[src/rtl/alu_arbiter.sv]
// alu_arbiter: round-robin sharing of one ALU between two requesters with registered per-requester response slots
module alu_arbiter #(
  parameter bit RR_INIT = 1'b0
) (
  input  logic        clk,
  input  logic        rst_n,
  input  logic        r0_valid,
  input  logic        r1_valid,
  output logic        r0_ready,
  output logic        r1_ready,
  input  logic [31:0] r0_a,
  input  logic [31:0] r0_b,
  input  logic [31:0] r1_a,
  input  logic [31:0] r1_b,
  input  logic [4:0]  r0_sel,
  input  logic [4:0]  r1_sel,
  output logic [31:0] alu_a,
  output logic [31:0] alu_b,
  output logic [4:0]  alu_sel,
  input  logic [31:0] alu_out,
  input  logic        alu_zero,
  output logic        p0_valid,
  output logic        p1_valid,
  input  logic        p0_ready,
  input  logic        p1_ready,
  output logic [31:0] p0_data,
  output logic [31:0] p1_data,
  output logic        p0_zero,
  output logic        p1_zero
);
  logic ptr, e0, e1, g0, g1;
  always_comb begin
    e0 = r0_valid && (!p0_valid || p0_ready);
    e1 = r1_valid && (!p1_valid || p1_ready);
    g0 = rst_n && e0 && (!e1 || !ptr);
    g1 = rst_n && e1 && (!e0 || ptr);
    r0_ready = g0;
    r1_ready = g1;
    alu_a = g0 ? r0_a : g1 ? r1_a : '0;
    alu_b = g0 ? r0_b : g1 ? r1_b : '0;
    alu_sel = g0 ? r0_sel : g1 ? r1_sel : '0;
  end
  always_ff @(posedge clk or negedge rst_n) begin
    if (!rst_n) begin
      p0_valid <= 1'b0;
      p1_valid <= 1'b0;
      p0_data <= '0;
      p1_data <= '0;
      p0_zero <= 1'b0;
      p1_zero <= 1'b0;
      ptr <= RR_INIT;
    end else begin
      if (g0) begin
        p0_valid <= 1'b1;
        p0_data <= alu_out;
        p0_zero <= alu_zero;
      end else if (p0_ready) p0_valid <= 1'b0;
      if (g1) begin
        p1_valid <= 1'b1;
        p1_data <= alu_out;
        p1_zero <= alu_zero;
      end else if (p1_ready) p1_valid <= 1'b0;
      if (g0 || g1) ptr <= g0;
    end
  end
endmodule

[config.mk]
export PLATFORM = sky130hd
export DESIGN_NAME = alu_arbiter
export DESIGN_NICKNAME = d
export VERILOG_FILES = /design/src/rtl/alu_arbiter.sv
export SDC_FILE = /design/constraint.sdc
export NUM_CORES = 1
export LEC_CHECK = 0
export BUFFER_PORTS_ARGS = -buffer_cell sky130_fd_sc_hd__clkbuf_2
export CORE_AREA = 4 4 120 122
export DETAILED_ROUTE_END_ITERATION = 8
export DIE_AREA = 0 0 124 126
export GPL_ROUTABILITY_DRIVEN = 0
export PLACE_DENSITY_LB_ADDON = 0.15
export SYNTH_ARGS = -nofsm -noshare
export SYNTH_HDL_FRONTEND = slang
export SYNTH_SLANG_ARGS = --single-unit
[constraint.sdc]
create_clock -name clk -period 2.4 [get_ports clk]
set_clock_uncertainty 0.15 [all_clocks]
set_input_delay 0.24 -clock clk [delete_from_list [all_inputs] [get_ports clk]]
set_output_delay 0.24 -clock clk [all_outputs]
set_load 0.1 [all_outputs]
# Yosys cells after proc, flatten, opt, wreduce, memory -nomap -nowiden
# Cells that the tools add are included.
# totals
regBits	69
inputBits	177
elab_cells	35
out_inout_bits	139
# classes
mux	10
n_reduce_logical	18
# op_table
operator	count
two-way mux 32 bit	4
two-way mux 5 bit	2
logical AND 1 bit	6
zero test 1 bit	5
logical OR 1 bit	5
two-way mux 1 bit	4
nonzero test 2 bit	2

# Longest topological paths before layout
# Gate-level depths: netlist of run 1.
# logic_depth
depth_word	8
ltp_mapped	6
depth_no_buf	3

# Least setup slack after synthesis of run 1
# OpenSTA, ideal clock, no wires.
# synth_timing
path_kind	reg2out
start	register p1_valid
end	output port alu_b[25]
path_buffers	2
setup_slack_ns	-1.259
path_stages_with_launch	6
t_arrival_ns	3.269
required_ns	2.010
path_cell_list	dfrtp_1 > nor2b_2 > o211ai_2 > buf_2 > buf_4 > o22ai_1
# synth_via
elab_chain_len	7
elab_cells_between_ends	10
cone_classes	mux: 2; reduce/logical: 8
# synth_lines
element	line	text
start, declared	23	output logic p1_valid,
start signal, assigned	46	p1_valid <= 1'b0;
start signal, assigned	59	p1_valid <= 1'b1;
start signal, assigned	62	end else if (p1_ready) p1_valid <= 1'b0;
zero test 1 bit *	34	e1 = r1_valid && (!p1_valid || p1_ready);
logical OR 1 bit *	34	
logical AND 1 bit *	34	
logical AND 1 bit / zero test 1 bit (equally long branches)	36, 35	
logical AND 1 bit / logical OR 1 bit (equally long branches)	36, 35	
two-way mux 32 bit / logical AND 1 bit (equally long branches)	40, 35	
two-way mux 32 bit *	40	alu_b = g0 ? r0_b : g1 ? r1_b : '0;
end, declared	18	output logic [31:0] alu_b,
# Every way passes the cells marked *; elsewhere a longest branch is shown, timed or not.

# Final worst setup path of run 1
# layout_timing
start	register p1_valid
end	output port alu_b[17]
# The elaborated chain is that of the path after synthesis.

==> metrics.txt, run 1 <==
status=finished clean; worst slew pin tran=602.3 ps; Synth Area in XOR/XNOR=0; TritonRoute pass-1 iters=4; Max Cap Viol=0; grt ovf=0; commonest non-fill, non-tap cell in the layout=clkbuf_2; layout cells sized above 1=0.6585; CTS Buffer Depth=2; Gate power share=0.644; Num CTS Buffers=9; Root Driver=clkbuf_16; Int Power=3.838 mW; Mapped Nets=574; Clock Pin Slew Worst Setup and Hold Paths=60 ps; Via density=4.803; DR WL/cell=18.75 µm; CP most frequent cell=buf_12; antenna-violating nets left=0; drc violations=0; first-pass GRT wire length=25850 µm; GRT Overall Usage=0.2137; CP Capture Type=output port; Crit Path Class=reg -> out; Syn Inst Count=397; warning count from the yosys run=0; Pins Over Slew Limit=0; CTS H-tree depth=3; Die W=124 µm; Ports=316; largest net degree at the start of global routing=77; Initial Utilization=0.2927; main combinational cell family by area after synthesis=multiplexers; kind of start point of the critical path=flop; Worst EP arrival=1930 ps; worst skew pair latency=320 ps; commonest non-fill, non-tap cells in the layout=clkbuf_2, nand2_1, buf_12; Net Switching=4.857 mW; critical-path maximum fanout=10; Simple-Gate Fraction of Synth Area=0.1507; via count=4385; # clock sinks=69; placed cells=868; Post-Syn Area per Cell=9.726 µm²; #FFs+latches synth=69; Worst slew margin=0.5984; area share of the largest cell type after synthesis=0.4472; HP Class=in -> reg; routed wire length=17120 µm; pwr dens=1042 nW/µm²; mux cell area share after synthesis=0.2197; vias in the first global route=4674; Nets=907; unrepaired setup endpoints after global routing=false; DP HPWL=13720 µm; post-synthesis compound-gate area fraction=0.1290; Post-Synth Adder-Cell Area=0; Final Non-Filler Cells=913; Max Clock Freq=430.4 MHz; CP Data Required Time=2010 ps; CTS tree=done; area delta synth->final=116.2%; VDD IR max=0.0008316 V; clock share of power=0.163; fraction of the yosys area taken by sequential cells=0.4472; area leader, netlist=dfrtp_1; Distinct cells, synth=22; Net Sw Frac=0.5586; register share of total power=0.193; Leakage=3.762 nW; core area=13190 µm²; I/O Buffers=315; CP max stage delay=470 ps; Fillers=1051; Final Util=0.6329; Synth area leaders=dfrtp_1, nand2_1, o22ai_1; Final Cycle Share=0.9682; DRT iter0 DRCs=229; synthesized area=3861 µm²; Worst path slowest cell=dfrtp_4; chip height=126 µm; initial antenna violation count=3; final hold violation count=0; endpoints failing setup=0; Cell Rows=42; die area=15620 µm²; worst path cell trace=nor2b_4 -> o211ai_4 -> buf_12 -> buf_4 -> o22ai_4 -> buf_12; overall power=8.695 mW; clock period minus worst slack=2324 ps
cell type report:
cell class / instances / area [µm²] / share of cell area
well taps: 176 / 220.2 / 0.02638
flip-flops and latches: 69 / 1734 / 0.2077
multi-input cells: 290 / 2835 / 0.3396
clock inverters: 6 / 95.09 / 0.01139
diodes: 2 / 5.005 / 0.0005995
inverters: 1 / 3.754 / 0.0004496
repair buffers: 359 / 3226 / 0.3864
clock buffers: 10 / 229.0 / 0.02743
critical path: cells and delay by family (launching register included):
kind | cells | cell delay [ps]
buffers and inverters | 3 | 620
and+or+nand+nor | 1 | 160
AOI/OAI and AO/OA | 2 | 340
DFF | 1 | 470
power groups by stage:
stage / clock network [mW] / registers, mW / logic, mW
finish: 1.42 / 1.68 / 5.60
global route: 1.51 / 1.72 / 5.76
CTS: 1.46 / 1.68 / 5.64
detailed placement: 0 / 1.69 / 5.53
global placement: 0 / 1.67 / 5.49
floorplan: 0 / 4.03 / 1.88
cells by family after synthesis:
family / count (synthesis)
and+or+nand+nor: 149
buffers and inverters: 38
DFF: 69
AOI/OAI and AO/OA: 75
muxes: 66
what timing repair did:
action                                  in CTS  in global routing
endpoints found under the hold margin       46                  0
hold buffers                                21                  0
resized for setup                            4                  0
setup buffers                                3                  0
endpoints found under the setup margin      39                  0
routing by layer:
layer / wire length [µm] / part of all wire / vias up / GRT usage
li1: - / - / 2060 / -
met4: 528 / 0.031 / 2 / 0.08376
met3: 1407 / 0.082 / 37 / 0.05740
met5: 21 / 0.0012 / - / 0
met1: 6179 / 0.36 / 2095 / 0.2463
met2: 8983 / 0.52 / 191 / 0.3726
cells in the mapped netlist:
cell type  number
mux2_4         28
buf_2           6
clkbuf_1       22
nor2b_1         1
or2_1           1
and2_1          2
buf_4           1
inv_1           1
o22ai_1        69
nor2b_2         1
o211ai_2        2
dfrtp_1        69
a21oi_1         2
nand2_1       140
o211ai_4        1
mux2_1         12
buf_1           1
nor2_1          1
mux2_2         26
o211a_1         1
buf_6           7
nand2b_1        3
state kept, by name, indices dropped and copies added (netlist names):
register / flops
p0_data: 32
p0_valid: 1
p0_zero: 1
p1_data: 32
p1_valid: 1
p1_zero: 1
ptr: 1
stage by stage:
stage | TNS (ps) | setup WS (ps) | area, µm² | hold slack (ps)
global route | 0 | 1.183 | 8348 | 6.762
floorplan | -1151 | -97.96 | 4783 | -205.6
global placement | 0 | 294.5 | 7667 | -22.93
CTS | 0 | 36.81 | 8343 | 1.098
finish | 0 | 76.35 | 8348 | 12.80
detailed placement | 0 | 265.1 | 7667 | -15.84
final timing paths:
kind / startpoint / to / slack (ps) / depth (start not counted)
setup / recovery: p1_valid / alu_b[17] / 80 / 6
hold / removal: alu_out[17] / p1_data[17] / 10 / 2
setup reg to reg: p1_valid / p0_data[29] / 480 / 4
hold reg to reg: p0_data[31] / p0_data[31] / 340 / 1
max in group asynchronous: rst_n / p0_data[14] / 1220 / 3
min in group asynchronous: rst_n / p0_valid / 330 / 2
Power figures use the tool's default switching activity.
==> inputs of run 2 (changes only) <==
- REMOVE_ABC_BUFFERS: default -> 1
==> metrics.txt, run 2 (synthesis results as in run 1) <==
design area=7266 µm²; routed wire length=16520 µm; clock period minus worst slack=2306 ps; r2r startpoint=p0_valid; worst slew pin tran=600.1 ps; clock share of power=0.162; worst path cell trace=dlygate4sd3_1 -> buf_6 -> buf_12 -> buf_12 -> nand2_1 -> o22ai_1 -> buf_12; first-pass GRT wire length=24450 µm; CTS H-tree depth=3; chip height=126 µm; diodes inserted=0; status=finished clean; area delta synth->final=88.17%; Final Cycle Share=0.9607; Net Sw Frac=0.5657; CP most frequent cell=buf_12; Final Non-Filler Cells=902; Max Cap Viol=0; worst skew pair latency=320 ps; CP Capture Type=output port; Root Driver=clkbuf_16; Gate power share=0.632; Pins Over Slew Limit=0; Ports=316; CP Data Required Time=2010 ps; number of setup buffers added after CTS=0; Max Clock Freq=433.7 MHz; kind of start point of the critical path=primary input; Hold Path Stages=2; Top Family by Delay on Critical Path=buffers and inverters; CP max stage delay=550 ps; hold path start=alu_out[11]; Crit path depth=7; Clock Pin Slew Worst Setup and Hold Paths=50 ps; Crit Path Class=in -> out; # clock sinks=69; vias in the first global route=4294; DRT iter0 DRCs=218; worst r2r path cells=4; Leakage=3.570 nW; antenna-violating nets left=0; commonest non-fill, non-tap cell in the layout=clkbuf_2; CTS Buffer Depth=2; endpoints failing setup=0; buffers and inverters on the worst path=5; Net Switching=4.597 mW; I/O Buffers=315; CTS tree=done; Cell Rows=42; TritonRoute pass-1 iters=4; Int Power=3.529 mW; via count=4271; Via density=4.735; Critical Path Start=rst_n; DP HPWL=12970 µm; Fin Setup TNS=0 ps; Num CTS Buffers=9; DP Area=6670 µm²; core area=13190 µm²; unrepaired setup endpoints after global routing=false; register share of total power=0.206; GRT Overall Usage=0.2022; HP Class=in -> reg; Worst path slowest cell=dlygate4sd3_1; DR WL/cell=18.32 µm; VDD IR max=0.0008227 V; largest net degree at the start of global routing=70; pwr dens=1118 nW/µm²; die area=15620 µm²; critical-path maximum fanout=46; Initial Utilization=0.2927; Worst EP arrival=1920 ps; Worst slew margin=0.6016; drc violations=0; grt ovf=0; layout cells sized above 1=0.5537; Nets=899; commonest non-fill, non-tap cells in the layout=clkbuf_2, nand2_1, buf_12; initial antenna violation count=0; Die W=124 µm; final hold violation count=0; top flop regs=p0_data: 32 flops, p1_data: 32 flops; placed cells=861
==> run 2: routing by layer <==
layer / global-route usage / part of all wire
met1: 0.2254 / 0.36
met2: 0.3452 / 0.50
met3: 0.08789 / 0.11
met4: 0.06379 / 0.026
met5: 0 / 0
==> run 2: area by class of cell <==
class	instances	area, µm²
clock buffers	11	252.7
well taps	176	220.2
fillers	1184	5924
repair buffers	351	3058
clock inverters	4	47.55
flip-flops and latches	69	1727
inverters	1	3.754
multi-input cells	290	1957
==> run 2: repair_timing <==
item,CTS,global route
setup endpoints to repair,0,22
hold buffers,24,2
resized for setup,0,3
endpoints found under the hold margin,60,2
==> run 2: final timing paths <==
path,end,slack [ps]
min in group asynchronous,p1_data[6],460
setup / recovery,alu_a[14],90
setup reg to reg,p1_data[1],520
hold reg to reg,p0_data[26],340
max in group asynchronous,p0_data[16],1250
hold / removal,p1_data[11],20
==> run 2: power by group through the flow <==
stage / clock [mW] / combinational [mW] / sequential (mW)
3_5_place_dp: 0 / 5.11 / 1.68
4_1_cts: 1.36 / 5.15 / 1.67
5_1_grt: 1.42 / 5.29 / 1.72
2_1_floorplan: 0 / 1.47 / 4.03
3_3_place_gp: 0 / 5.09 / 1.67
6_report: 1.31 / 5.14 / 1.67
==> run 2: metrics by stage <==
step / power [mW] / hold WS (ps) / util / setup WS, ps
6_report: 8.126 / 16.00 / 0.5508 / 94.43
5_1_grt: 8.426 / 4.373 / 0.5508 / 11.08
4_1_cts: 8.187 / 0.3765 / 0.5482 / 51.10
3_5_place_dp: 6.794 / 1.966 / 0.5057 / 410.4
3_3_place_gp: 6.757 / 1.463 / 0.5057 / 457.2
2_1_floorplan: 5.495 / -205.6 / - / -1803
==> inputs of run 3 (changes only) <==
- CORE_AREA: 4 4 120 122 -> 4 4 121 123
- DIE_AREA: 0 0 124 126 -> 0 0 125 127
- RECOVER_POWER: default -> 25
- clock period: 2.4 -> 2.6 ns (I/O delays scaled with it)
==> metrics.txt, run 3 (synthesis results as in run 1) <==
Num CTS Buffers=9; Nets=880; chip height=127 µm; # clock sinks=69; Via density=4.720; antenna-violating nets left=0; VDD IR max=0.0007734 V; Initial Utilization=0.2825; first-pass GRT wire length=24050 µm; CP Capture Type=output port; CP Data Required Time=2190 ps; critical-path maximum fanout=32; diodes inserted=0; Worst path slowest cell=dlygate4sd3_1; DRT iter0 DRCs=213; Worst Setup EP=alu_b[4]; grt ovf=0; Hold Path Stages=2; largest net degree at the start of global routing=70; Ports=316; layout cells sized above 1=0.5650; Die W=125 µm; via count=4191; overall power=7.241 mW; GRT Overall Usage=0.1917; kind of start point of the critical path=primary input; Final Non-Filler Cells=888; HP Class=in -> reg; DP HPWL=12830 µm; TritonRoute pass-1 iters=5; worst skew pair latency=320 ps; pwr dens=1107 nW/µm²; die area=15880 µm²; Leakage=3.340 nW; I/O Buffers=315; Critical Path Start=rst_n; drc violations=0; endpoints failing setup=0; commonest non-fill, non-tap cell in the layout=clkbuf_2; Pins Over Slew Limit=0; area delta synth->final=69.38%; Worst slew margin=0.6180; clock period minus worst slack=2543 ps; Clock Pin Slew Worst Setup and Hold Paths=50 ps; unrepaired setup endpoints after global routing=true; final hold violation count=0; status=finished clean; RR Endpoint=p1_data[1]; CTS Buffer Depth=2; DR WL/cell=17.99 µm; Max Clock Freq=393.2 MHz; worst path cell trace=dlygate4sd3_1 -> buf_6 -> buf_4 -> nand2_1 -> o22ai_1 -> buf_2; top flop regs=p0_data: 32 flops, p1_data: 32 flops; placed cells=866; Cell Rows=43; CP max stage delay=560 ps; Worst EP arrival=2130 ps; worst slew pin tran=575.5 ps; CTS H-tree depth=3; Max Cap Viol=0; r2r startpoint=p0_valid; DP Area=6160 µm²; CTS tree=done; Crit Path Class=in -> out; Final Cycle Share=0.9782; commonest non-fill, non-tap cells in the layout=clkbuf_2, nand2_1, o22ai_1, dfrtp_1, buf_12; Root Driver=clkbuf_16; initial antenna violation count=0; core area=13670 µm²; r2r setup slk=540 ps; routed wire length=15970 µm; design area=6540 µm²; worst r2r path cells=4; vias in the first global route=4218
[run 3: what timing repair did]
item / 4_1_cts / 5_1_grt
hold buffers: 6 / 0
pin swaps: 0 / 0
gates resized for setup: 1 / 33
hold endpoints to repair: 30 / 0
setup endpoints to repair: 35 / 25
buffers inserted: 0 / 0
[run 3: stage by stage]
stage                     hold slack (ps)  setup TNS [ps]    util  setup slack (ps)
after floorplan                    -185.6         -143580       -             -1623
after global placement              7.351               0  0.4507             375.0
after detailed placement            6.603               0  0.4507             277.1
after CTS                           4.017               0  0.4768             31.29
after global routing                13.40          -3.030  0.4786            -2.280
final                               16.87               0  0.4786             56.61
[run 3: cell type report]
| class | instances | area [µm²] |
|---|---|---|
| tap | 180 | 225.2 |
| sequential | 69 | 1727 |
| timing repair buffer | 332 | 2346 |
| clock inverter | 6 | 63.81 |
| clock buffer | 10 | 229.0 |
| multi-input combinational | 290 | 1946 |
| fill | 1325 | 7126 |
| inverter | 1 | 3.754 |
[run 3: worst max-delay path, delay by kind of cell]
kind	cells	cell delay, ps
buffers and inverters	4	1610
AO/OA/AOI/OAI	1	170
AND/OR/NAND/NOR	1	80
[run 3: per-layer routing]
| metal | global-route usage | routed length [µm] | vias up |
|---|---|---|---|
| li1 | - | - | 1988 |
| met1 | 0.2293 | 6249 | 1934 |
| met2 | 0.3176 | 7743 | 233 |
| met3 | 0.05769 | 1287 | 36 |
| met4 | 0.09056 | 691 | 0 |
| met5 | 0 | 0 | - |
[run 3: power breakdown]
group          switching, mW  leakage, nW  internal, mW
combinational           3.59         2.39         0.922
sequential             0.169        0.811          1.38
clock                  0.443        0.138         0.740
[run 3: worst min-delay path by stage]
| stage | start | end | slack [ps] |
|---|---|---|---|
| global placement | rst_n | p1_valid | 7 |
| floorplan | rst_n | p0_data[0] | -190 |
| global route | alu_out[16] | p1_data[16] | 10 |
| finish | alu_zero | p0_zero | 20 |
| detailed placement | rst_n | p0_valid | 7 |
| CTS | alu_out[26] | p0_data[26] | 4 |
